### src/rtl/register_read_phase_pkg.sv
// Shared core package: register-file geometry, address/data types
// and a small address-match helper used by the read side and scoreboard.
package register_read_phase_pkg;

    localparam int XLEN  = 32;
    localparam int NREGS = 32;
    localparam int AW    = $clog2(NREGS);

    typedef logic [AW-1:0]    raddr_t;
    typedef logic [XLEN-1:0]  xword_t;
    typedef logic [NREGS-1:0] busy_t;

    localparam raddr_t REG_ZERO = '0;

    function automatic logic addr_hit(
        input logic   en,
        input raddr_t wa,
        input raddr_t a
    );
        return en && (wa == a);
    endfunction

endpackage

### src/rtl/register_read_phase_scoreboard.sv
// Per-register busy scoreboard: tracks outstanding writes and
// raises a RAW/WAW stall until the matching writeback retires.
module reg_scoreboard
    import register_read_phase_pkg::*;
(
    input  logic   i_clk,
    input  logic   i_rst_n,
    input  logic   i_wb_wen,
    input  raddr_t i_wb_waddr,
    input  logic   i_issue_valid,
    input  raddr_t i_rs1_addr,
    input  raddr_t i_rs2_addr,
    input  logic   i_rs1_used,
    input  logic   i_rs2_used,
    input  raddr_t i_rd_addr,
    input  logic   i_rd_wen,
    output logic   o_stall,
    output logic   o_issue_fire,
    output busy_t  o_busy_vec
);

    busy_t busy_q;
    busy_t busy_d;

    // A writeback landing this cycle already resolves the hazard.
    function automatic logic src_busy(
        input busy_t  b,
        input raddr_t a,
        input logic   wen,
        input raddr_t wa
    );
        return b[a] && !addr_hit(wen, wa, a) && (a != REG_ZERO);
    endfunction

    logic hz_rs1;
    logic hz_rs2;
    logic hz_rd;
    logic stall;
    logic fire;

    always_comb begin
        hz_rs1 = i_rs1_used &&
                 src_busy(busy_q, i_rs1_addr, i_wb_wen, i_wb_waddr);
        hz_rs2 = i_rs2_used &&
                 src_busy(busy_q, i_rs2_addr, i_wb_wen, i_wb_waddr);
        hz_rd  = i_rd_wen &&
                 src_busy(busy_q, i_rd_addr, i_wb_wen, i_wb_waddr);
        stall  = i_issue_valid && (hz_rs1 || hz_rs2 || hz_rd);
        fire   = i_issue_valid && !stall;
    end

    // Set wins over clear so a re-issue reclaims a retiring register.
    always_comb begin
        busy_d = busy_q;
        for (int n = 1; n < NREGS; n++) begin
            if (fire && i_rd_wen && (i_rd_addr == raddr_t'(n))) begin
                busy_d[n] = 1'b1;
            end else if (addr_hit(i_wb_wen, i_wb_waddr, raddr_t'(n))) begin
                busy_d[n] = 1'b0;
            end
        end
        busy_d[0] = 1'b0;
    end

    always_ff @(posedge i_clk) begin
        if (!i_rst_n) begin
            busy_q <= '0;
        end else begin
            busy_q <= busy_d;
        end
    end

    assign o_stall      = stall;
    assign o_issue_fire = fire;
    assign o_busy_vec   = busy_q;

endmodule

### src/rtl/register_read_phase.sv
// Register-file read side: architectural storage, two bypassed
// combinational read ports, and the issue hazard scoreboard.
module register_read_phase
    import register_read_phase_pkg::*;
(
    input  logic             i_clk,
    input  logic             i_rst_n,
    input  logic             i_wb_wen,
    input  logic [AW-1:0]    i_wb_waddr,
    input  logic [XLEN-1:0]  i_wb_wdata,
    input  logic             i_issue_valid,
    input  logic [AW-1:0]    i_rs1_addr,
    input  logic [AW-1:0]    i_rs2_addr,
    input  logic             i_rs1_used,
    input  logic             i_rs2_used,
    input  logic [AW-1:0]    i_rd_addr,
    input  logic             i_rd_wen,
    output logic [XLEN-1:0]  o_rs1_data,
    output logic [XLEN-1:0]  o_rs2_data,
    output logic             o_stall,
    output logic             o_issue_fire,
    output logic [NREGS-1:0] o_busy_vec
);

    xword_t regs_q [NREGS];
    logic   wr_en;

    function automatic xword_t rd_port(
        input raddr_t a,
        input xword_t stored,
        input logic   wen,
        input raddr_t wa,
        input xword_t wd
    );
        xword_t r;
        r = stored;
        if (a == REG_ZERO) begin
            r = '0;
        end else if (addr_hit(wen, wa, a)) begin
            r = wd;
        end
        return r;
    endfunction

    assign wr_en = i_wb_wen && (i_wb_waddr != REG_ZERO);

    always_ff @(posedge i_clk) begin
        if (!i_rst_n) begin
            for (int i = 0; i < NREGS; i++) begin
                regs_q[i] <= '0;
            end
        end else if (wr_en) begin
            regs_q[i_wb_waddr] <= i_wb_wdata;
        end
    end

    always_comb begin
        o_rs1_data = rd_port(i_rs1_addr, regs_q[i_rs1_addr],
                             i_wb_wen, i_wb_waddr, i_wb_wdata);
        o_rs2_data = rd_port(i_rs2_addr, regs_q[i_rs2_addr],
                             i_wb_wen, i_wb_waddr, i_wb_wdata);
    end

    reg_scoreboard u_sb (
        .i_clk         (i_clk),
        .i_rst_n       (i_rst_n),
        .i_wb_wen      (i_wb_wen),
        .i_wb_waddr    (i_wb_waddr),
        .i_issue_valid (i_issue_valid),
        .i_rs1_addr    (i_rs1_addr),
        .i_rs2_addr    (i_rs2_addr),
        .i_rs1_used    (i_rs1_used),
        .i_rs2_used    (i_rs2_used),
        .i_rd_addr     (i_rd_addr),
        .i_rd_wen      (i_rd_wen),
        .o_stall       (o_stall),
        .o_issue_fire  (o_issue_fire),
        .o_busy_vec    (o_busy_vec)
    );

endmodule
### config.mk
export PLATFORM = sky130hd
export DESIGN_NAME = register_read_phase
export DESIGN_NICKNAME = d
export VERILOG_FILES = /design/src/rtl/register_read_phase_pkg.sv /design/src/rtl/register_read_phase_scoreboard.sv /design/src/rtl/register_read_phase.sv
export SDC_FILE = /design/constraint.sdc
export NUM_CORES = 2
export LEC_CHECK = 0
export ABC_AREA = 1
export CAP_MARGIN = 15
export CELL_PAD_IN_SITES_DETAIL_PLACEMENT = 1
export CELL_PAD_IN_SITES_GLOBAL_PLACEMENT = 1
export CORE_MARGIN = 5
export CORE_UTILIZATION = 35
export DETAILED_ROUTE_END_ITERATION = 10
export PLACE_DENSITY = 0.7
export SETUP_SLACK_MARGIN = 0.5
export SKIP_LAST_GASP = 1
export SLEW_MARGIN = 20
export SYNTH_ARGS = -nofsm -noshare
export SYNTH_HDL_FRONTEND = slang
export SYNTH_SLANG_ARGS = --single-unit
export TNS_END_PERCENT = 5
### constraint.sdc
create_clock -name i_clk -period 6.6 [get_ports i_clk]
set_clock_uncertainty 0.1 [all_clocks]
set_input_delay 1.32 -clock i_clk [delete_from_list [all_inputs] [get_ports i_clk]]
set_output_delay 1.32 -clock i_clk [all_outputs]
set_load 0.1 [all_outputs]
==> flow_summary.yaml <==
run_status:
  status: "finished, final reports clean"
synth:
  synth_compound_area_share_pct: 20.8
  yosys.area.top_type: "edfxtp_1"
  ys_ff_latch: 1055
  synth_edf_count: 1024
  synthTopCellsByArea: "edfxtp_1 53%, o21ai_0 9.9%, nor2_1 8.6%"
  synth_top_cell_area_share_pct: 53.0
  synth_ff_type: "edfxtp_1"
  avgSynthCellArea_sq_um: 8.47
  synthMuxAreaShare_pct: 0
  yosys.area_share.xor_xnor_pct: 0.0151
  ys_warn_count: 0
  synthAdderAreaFrac_pct: 0
  synth_top_family_by_area: "compound AO/OA/AOI/OAI gates"
  yosysUniqueCellTypes: 38
  synth_area_sq_um: 58000
  yosysSeqAreaShare_pct: 54.1
  ys_async_sr_fraction_pct: 0
  synth_simple_gate_area_share_pct: 17.0
  synthCells: 6844
floorplan:
  die-area_sq_um: 174000
  coreArea_sq_um: 165000
  io_pins: 157
  start_util_pct: 35.2
  fp-row-count: 149
  die_h_microns: 417
  die_w_microns: 417
sta:
  finalHoldViolCount: 0
  fin_crit_sh_pct: 92.1
  hold_slack_ps: 387
  slew_headroom_pct: 20.4
  finalCriticalPeriod_ps: 6080
  fmax_mhz: 164
  slew_violations: 0
  setup_tns_ps: 0
  setup_viol: 0
  worst_slew_pin_slew_ps: 1190
  rsz0062_at_grt: "no"
critical_path:
  critPathSlowestCell: "inv_1"
  path_buf_inv: 4
  regToRegStartpoint: "u_sb.o_busy_vec[1]$_SDFFE_PN0P_"
  start_kind: "input pin"
  crit_required_ps: 5180
  crit_chain: "clkdlybuf4s50_1, inv_1, nand2_1, a21oi_1, nand3_4, inv_1, nand2_1, a21oi_1, buf_12"
  rr_worst_depth: 11
  crit_cells: 9
  r2r-end: "u_sb.o_busy_vec[16]$_SDFFE_PN0P_"
  critical_path_class: "in2out"
  worstPathMaxFanout: 11
  critical-path-top-delay-family: "buffers and inverters"
  crit_start: "i_wb_waddr[3]"
  end_kind: "primary output"
  slowest_delay_ps: 810
  crit_end: "o_rs2_data[17]"
  r2r_setup_slack_ps: 4230
  critPathArrivalTime_ps: 4660
route:
  vias: 56100
  drt_iter0_drc: 7471
  via_per_inst: 6.26
  routedWlPerCell_microns: 30.1
  drtPass1Iterations: 5
  routed_wirelength_microns: 269000
  ant_nets: 0
  route.detailed.drc: 0
power_and_ir_drop:
  powerDensity_nw_per_um2: 265
  ir_drop_mv: 0.219
  p_leak_uw: 0.0243
global_route:
  track_usage_pct: 29.7
  grt_antenna_before_repair: 0
  first_global_vias: 55700
  grt-ovfl-total: 0
  met2_usage_pct: 45.9
  gr-max-usage-layer: "met2"
  use_met1_pct: 38.6
  grt_pass1_wl_microns: 383000
  grt_max_degree: 165
  use_met3_pct: 5.08
job:
  maxCapViolCount: 0
clock_tree:
  cts_root_buffer: "clkbuf_16"
  clk_pin_slew_worst_paths_ps: 60
  clock_latency_ps: 760
  cts_tree: "done"
  htree_levels: 3
  cts_hold_buf: 0
  numCtsBuffers: 117
  clock-sinks: 1055
  ctsResizeCount: 0
  cts_buffer_depth: 3
  postCtsSetupBuffers: 0
min_path:
  hp-class: "reg2reg"
place:
  dp.final_hpwl_microns: 161000
  portBuffers: 155
  place_inst: 8742
  routabilityCongestion: 0.931
layout:
  num-nets-final: 6731
  final_cells: 8962
  areaGrowthSynthToFinish_pct: 14.3
  drive_above_1_share_pct: 7.96
==> per-layer routing <==
metal | share of wire [%] | routed length (microns)
met3 | 9.9 | 26500
met2 | 44 | 119000
met1 | 38 | 104000
met4 | 7.6 | 20500
met5 | 0 | 0
==> cells in the mapped netlist (15+ instances only) <==
library cell	n
nor2_1	1327
o21ai_0	1146
edfxtp_1	1024
a21oi_1	640
nand3_1	515
nand2_1	505
inv_1	500
clkbuf_1	470
o211ai_1	319
buf_2	150
o221ai_1	42
buf_1	37
dfxtp_1	31
nand4_1	29
nor3_1	20
o22ai_1	17
buf_4	15
==> flip-flops by register name, summed over array words and instances (netlist names) <==
register	cells
regs_q	1024
u_sb.o_busy_vec	31
==> cell usage in the layout (no fill, tap or decap), types with 10 or more instances in the layout <==
cell	n
a21oi_1	640
buf_12	106
buf_4	161
bufinv_16	10
clkbuf_1	33
clkbuf_16	119
clkdlybuf4s50_1	78
clkinv_1	32
clkinv_2	20
conb_1	33
dfxtp_1	31
edfxtp_1	1024
inv_1	485
inv_2	16
nand2_1	461
nand2_2	44
nand3_1	501
nand3_2	13
nand4_1	29
nor2_1	1324
nor3_1	20
o2111ai_1	10
o211ai_1	319
o21ai_0	1146
o21ai_2	10
o221ai_1	42
o22ai_1	17
==> where the power goes <==
group | internal (uW) | total, uW | switching [uW]
clock network | 3730 | 6630 | 2900
registers | 7700 | 7860 | 160
logic | 776 | 3040 | 2270
==> how the worst min path moves through the flow <==
stage,startpoint,endpoint,slack (ps),depth (start not counted)
after floorplan,u_sb.o_busy_vec[7]$_SDFFE_PN0P_,u_sb.o_busy_vec[7]$_SDFFE_PN0P_,810,2
after global placement,u_sb.o_busy_vec[7]$_SDFFE_PN0P_,u_sb.o_busy_vec[7]$_SDFFE_PN0P_,390,2
after detailed placement,u_sb.o_busy_vec[7]$_SDFFE_PN0P_,u_sb.o_busy_vec[7]$_SDFFE_PN0P_,380,2
after CTS,u_sb.o_busy_vec[7]$_SDFFE_PN0P_,u_sb.o_busy_vec[7]$_SDFFE_PN0P_,390,2
after global routing,u_sb.o_busy_vec[5]$_SDFFE_PN0P_,u_sb.o_busy_vec[5]$_SDFFE_PN0P_,440,2
final,u_sb.o_busy_vec[7]$_SDFFE_PN0P_,u_sb.o_busy_vec[7]$_SDFFE_PN0P_,390,2
==> worst reg2reg max path, cell delays in order, from the launching register on <==
cell and delay, ps:
dfxtp_1 460, nand2_1 130, nor2_1 50, nor2_1 110, nand2_1 70, nand3_1 80
nand3_1 90, nand3_1 130, nand2_1 200, nor3_4 250, nand2_2 300, o21ai_0 300
==> area by class of cell <==
| type | count | area, sq um |
|---|---|---|
| Timing Repair Buffer | 353 | 4200 |
| Sequential cell | 1055 | 31400 |
| Inverter | 511 | 1940 |
| Fill cell | 19200 | 98600 |
| Clock buffer | 155 | 3140 |
| Clock inverter | 64 | 616 |
| Multi-Input combinational cell | 4634 | 22200 |
| Antenna cell | 1 | 2.50 |
| Tap cell | 2189 | 2740 |
==> kinds of logic (layout without fill, tap and decap cells) <==
kind of cell | after synthesis | after routing
other | 1 | 34
buffers and inverters | 1187 | 1083
AO/OA/AOI/OAI | 2193 | 2193
flip-flops | 1055 | 1055
AND/OR/NAND/NOR | 2407 | 2407
XOR/XNOR | 1 | 1
==> through the flow <==
stage,utilization (%),total power [uW],cell area [sq um],setup WS [ps]
2_1_floorplan,-,9650,58100,941
3_3_place_gp,37.9,10900,62500,662
3_5_place_dp,37.9,11000,62500,659
4_1_cts,40.2,17500,66200,653
5_1_grt,40.2,18000,66200,582
6_report,40.2,17500,66300,520
(Power assumes the default switching activity.)
